## src/rtl/retro_alu_pkg.sv

```systemverilog
// Shared definitions for the retro accumulate ALU: op encodings and width default.
package retro_alu_pkg;

    localparam int DATA_W_DEF = 8;

    typedef enum logic [1:0] {
        OP_ADD     = 2'b00,
        OP_ADD_SAT = 2'b01,
        OP_ACC     = 2'b10,
        OP_LOAD    = 2'b11
    } op_e;

endpackage

```

## src/rtl/retro_sat_adder.sv

```systemverilog
// Unsigned adder with carry-out and optional clamp-to-all-ones on carry.
module retro_sat_adder #(
    parameter int W = 8
) (
    input  logic [W-1:0] a_i,
    input  logic [W-1:0] b_i,
    input  logic         sat_en_i,
    output logic [W-1:0] sum_o,
    output logic         carry_o
);

    logic [W:0] sum_full;

    // One extra bit captures the carry; saturation reuses it as the clamp select.
    always_comb begin
        sum_full = {1'b0, a_i} + {1'b0, b_i};
        carry_o  = sum_full[W];
        sum_o    = (sat_en_i && sum_full[W]) ? {W{1'b1}} : sum_full[W-1:0];
    end

endmodule

```

## src/rtl/retro_accum_alu.sv

```systemverilog
// Registered multi-channel add/accumulate unit with valid/ready on both sides
// and per-channel sticky overflow flags.
module retro_accum_alu
    import retro_alu_pkg::*;
#(
    parameter int  DATA_W = DATA_W_DEF,
    parameter int  NUM_CH = 4,
    localparam int CH_W   = (NUM_CH > 1) ? $clog2(NUM_CH) : 1
) (
    input  logic              clk,
    input  logic              rst,
    input  logic              in_valid,
    output logic              in_ready,
    input  logic [1:0]        in_op,
    input  logic [CH_W-1:0]   in_ch,
    input  logic [DATA_W-1:0] in_a,
    input  logic [DATA_W-1:0] in_b,
    output logic              out_valid,
    input  logic              out_ready,
    output logic [DATA_W-1:0] out_data,
    output logic              out_ovf,
    output logic              out_err,
    output logic [NUM_CH-1:0] sticky_ovf,
    input  logic              clr_sticky
);

    localparam logic [CH_W:0] NUM_CH_L = (CH_W + 1)'(NUM_CH);

    op_e                           op;
    logic                          accept;
    logic                          ch_ok;
    logic [CH_W-1:0]               ch_idx;
    logic [DATA_W-1:0]             acc_cur;
    logic [DATA_W-1:0]             add_b;
    logic [DATA_W-1:0]             add_sum;
    logic                          add_carry;

    logic                          out_valid_q;
    logic [DATA_W-1:0]             out_data_q, out_data_d;
    logic                          out_ovf_q, out_ovf_d;
    logic                          out_err_q, out_err_d;
    logic [NUM_CH-1:0][DATA_W-1:0] acc_q, acc_d;
    logic [NUM_CH-1:0]             sticky_q, sticky_d;

    assign op       = op_e'(in_op);
    assign in_ready = !out_valid_q || out_ready;
    assign accept   = in_valid && in_ready;

    // Out-of-range channels are steered to index 0 only to keep the read legal;
    // ch_ok gates every side effect.
    assign ch_ok   = ({1'b0, in_ch} < NUM_CH_L);
    assign ch_idx  = ch_ok ? in_ch : '0;
    assign acc_cur = acc_q[ch_idx];
    assign add_b   = (op == OP_ACC) ? acc_cur : in_b;

    retro_sat_adder #(.W(DATA_W)) u_adder (
        .a_i      (in_a),
        .b_i      (add_b),
        .sat_en_i (op == OP_ADD_SAT),
        .sum_o    (add_sum),
        .carry_o  (add_carry)
    );

    // Result for the request on the input side, plus accumulator/sticky next state.
    always_comb begin
        out_data_d = '0;
        out_ovf_d  = 1'b0;
        out_err_d  = 1'b0;
        acc_d      = acc_q;
        sticky_d   = clr_sticky ? '0 : sticky_q;
        unique case (op)
            OP_ADD, OP_ADD_SAT: begin
                out_data_d = add_sum;
                out_ovf_d  = add_carry;
            end
            OP_ACC: begin
                if (ch_ok) begin
                    out_data_d = add_sum;
                    out_ovf_d  = add_carry;
                    if (accept) begin
                        acc_d[ch_idx] = add_sum;
                        // A set on this channel beats a same-cycle clear.
                        if (add_carry) sticky_d[ch_idx] = 1'b1;
                    end
                end else begin
                    out_err_d = 1'b1;
                end
            end
            OP_LOAD: begin
                if (ch_ok) begin
                    out_data_d = acc_cur;
                    if (accept) acc_d[ch_idx] = in_a;
                end else begin
                    out_err_d = 1'b1;
                end
            end
            default: ;
        endcase
    end

    // Output holding register (EMPTY/FULL == out_valid_q) and channel state.
    always_ff @(posedge clk) begin
        if (rst) begin
            out_valid_q <= 1'b0;
            out_data_q  <= '0;
            out_ovf_q   <= 1'b0;
            out_err_q   <= 1'b0;
            acc_q       <= '0;
            sticky_q    <= '0;
        end else begin
            acc_q    <= acc_d;
            sticky_q <= sticky_d;
            if (accept) begin
                out_valid_q <= 1'b1;
                out_data_q  <= out_data_d;
                out_ovf_q   <= out_ovf_d;
                out_err_q   <= out_err_d;
            end else if (out_ready) begin
                out_valid_q <= 1'b0;
            end
        end
    end

    assign out_valid  = out_valid_q;
    assign out_data   = out_data_q;
    assign out_ovf    = out_ovf_q;
    assign out_err    = out_err_q;
    assign sticky_ovf = sticky_q;

endmodule

```

## config.mk

```make
export PLATFORM = sky130hd
export DESIGN_NAME = retro_accum_alu
export DESIGN_NICKNAME = d
export VERILOG_FILES = /design/src/rtl/retro_alu_pkg.sv /design/src/rtl/retro_sat_adder.sv /design/src/rtl/retro_accum_alu.sv
export SDC_FILE = /design/constraint.sdc
export NUM_CORES = 1
export LEC_CHECK = 0
export ABC_CLOCK_PERIOD_IN_PS = 7600
export BUFFER_PORTS_ARGS = -buffer_cell sky130_fd_sc_hd__buf_2
export CAP_MARGIN = 20
export CORE_ASPECT_RATIO = 1.2
export CORE_MARGIN = 10
export CORE_UTILIZATION = 61
export DETAILED_ROUTE_END_ITERATION = 7
export PLACE_DENSITY = 0.95
export SLEW_MARGIN = 40
export SYNTH_ARGS = -nofsm -noshare
export SYNTH_HDL_FRONTEND = slang
export SYNTH_SLANG_ARGS = --single-unit
```

## constraint.sdc

```tcl
create_clock -name clk -period 7.6 [get_ports clk]
set_clock_uncertainty 0.2 [all_clocks]
set_input_delay 1.14 -clock clk [delete_from_list [all_inputs] [get_ports clk]]
set_output_delay 1.14 -clock clk [all_outputs]
set_load 0.03 [all_outputs]
```

==> reports/metrics.cfg <==
[status]
status=finished, final reports clean

[layout]
final_common_cell=nor2_1
insertedDiodeCount=0
syn_to_final_growth_pct=10.81
nets=354
layout_common_cells=57 x nor2_1, 46 x dfxtp_1, 39 x buf_2
drive_gt1_frac=0.2125
multi_input_area_um2=1526
stdcell_count=374
fillers=292
regArea_um2=920.9

[detailed_routing]
antenna_left=0
routedWlPerCell_um=18.97
route.detailed.drc=0
vias_per_cell=6.751
vias=2525
finalWirelength_mm=7.094
first_iter_violations=330
drt_pass1_iterations=6

[floorplanning]
ios=41
die_width_um=79.11
rows=25
dieArea_um2=7193
die_y_um=90.93
initial_core_util=0.6388
core_area_um2=4004

[critical_path]
cp-end-kind=flop
cp_max_fo=13
critPathLaunchType=input pin
cp.arrival_ns=4.37
cp.required_ns=7.56
criticalPathCategory=in -> reg

[synth]
synth-edff-count=0
ys_async_sr_fraction=0
syn-instance-count=298
ys_ff_latch=46
ys.flop_type=dfxtp_1
ys_seq_area_frac=0.3601
synthesis.area_um2=2557
ys_types=47
syn-num-nets=332
ys_warn_count=0
avgSynthCellArea_um2=8.582

[grt]
top_usage_layer=met2
grt_max_degree=49
grt_pass1_wl_mm=11.81
grtUsageTotal=0.1986
grt-ovfl-total=0
grt_pass1_vias=2527
globalRouteMet1Util=0.2133
grt_antenna_before_repair=0
use_met2=0.3331
use_met3=0.05819

[sta]
setup_viol=0
finalCritPeriodShare=0.5807
slew_viol_final=0
rsz0062_at_grt=no
fmax_mhz=226.6
worst_slack_ns=3.186
fin_crit_ns=4.414
hold_viol=0
setup_tns_ns=0
maxSlewHeadroom=0.4516
worstMarginPinSlew_ns=0.8226

[pwr]
total_power_uw=579.3
power_density_nw_per_um2=204.4
ir_drop_mv=0.1506
leakage_nw=1.132

[cts]
ctsHoldBuffers=0
cts_tree=yes
clock_sinks=46
post_cts_buffers=0
cts_buffer_depth=2
post_cts_resized=0
insertion_delay_ns=0.31
cts-root-buf=clkbuf_8
htreeDepth=2
clk_transition_reported_paths_ns=0.09
cts_buffers=5

[place]
dpl.cell_count=367
gp_congestion=0.9029
dp_slack_ns=2.860
dpl.hpwl_mm=4.981
numPortBuffers=39

[flow_run]
drv_cap=0

[worst_hold_path]
min_path_type=reg -> reg

==> critical path: stages <==
cell and delay, ns:
buf_2 0.29, mux4_2 0.58, mux2_2 0.28, ha_1 0.22, fa_1 0.41, a211o_1 0.36
a221o_1 0.38, xor2_1 0.18, a211oi_2 0.40, a211oi_1 0.14
==> area by class of cell <==
type / instances / area share
multi-input combinational: 225 / 0.5386
timing repair buffer: 39 / 0.06887
tap: 54 / 0.02384
clock buffer: 6 / 0.02914
sequential: 46 / 0.3249
inverter: 3 / 0.003974
clock inverter: 1 / 0.01060
==> metrics by stage <==
| stage | area [um2] | hold slack [ns] | util |
|---|---|---|---|
| 2_1_floorplan | 2557 | 0.2520 | - |
| 3_3_place_gp | 2718 | 0.2361 | 0.6788 |
| 3_5_place_dp | 2718 | 0.2432 | 0.6788 |
| 4_1_cts | 2830 | 0.2553 | 0.7069 |
| 5_1_grt | 2834 | 0.2934 | 0.7078 |
| 6_report | 2834 | 0.2579 | 0.7078 |
==> path summary, 6_finish.rpt <==
kind	from	endpoint	slack [ns]	cells after the start
setup / recovery	in_ch[0]	acc_q[6]	3.19	10
hold reg to reg	out_ovf	out_ovf	0.26	2
setup reg to reg	acc_q[24]	acc_q[6]	4.06	9
hold / removal	out_ovf	out_ovf	0.26	2
==> kinds of logic (layout without fill, tap and decap cells) <==
| logic type | after synthesis | after routing | synth area share |
|---|---|---|---|
| simple gates | 126 | 126 | 0.2397 |
| buf+inv | 27 | 49 | 0.04452 |
| xor+xnor | 4 | 4 | 0.01370 |
| compound gates | 69 | 69 | 0.1879 |
| mux | 16 | 16 | 0.1057 |
| other cells | 1 | 1 | 0.001466 |
| fa+ha+maj | 9 | 9 | 0.04697 |
| flops | 46 | 46 | 0.3601 |
==> routing by layer <==
| metal | wire (um) | share of wire |
|---|---|---|
| met2 | 3551 | 0.50 |
| met4 | 280 | 0.039 |
| met3 | 629 | 0.089 |
| met5 | 0 | 0 |
| met1 | 2633 | 0.37 |
==> state kept, by name, indices dropped and copies added, names as in the netlist <==
register and flops:
sticky_ovf 4, acc_q 32, out_data 8, out_ovf 1, out_valid 1
==> cells in the mapped netlist, types with 4 or more instances <==
cell type | count | area [um2]
nor2_1 | 57 | 214.0
dfxtp_1 | 46 | 920.9
a211oi_1 | 19 | 142.6
nor3_1 | 17 | 85.08
clkbuf_1 | 16 | 60.06
o21ai_0 | 14 | 70.07
nand2_1 | 12 | 45.04
a21oi_1 | 11 | 55.05
ha_1 | 8 | 100.1
mux2_2 | 8 | 90.09
mux4_2 | 8 | 180.2
nand3b_1 | 8 | 60.06
nor2b_1 | 6 | 37.54
buf_2 | 5 | 25.02
and3_1 | 4 | 25.02
nand2b_1 | 4 | 25.02
==> where the power goes <==
part	total (mW)	internal (mW)	leakage (nW)	switching, mW
Combinational	0.135	0.0497	0.701	0.0855
Sequential	0.257	0.251	0.374	0.00557
Clock	0.187	0.105	0.0573	0.0819
Total	0.579	0.406	1.13	0.173
No activity file was read; power rests on OpenSTA's default activity.
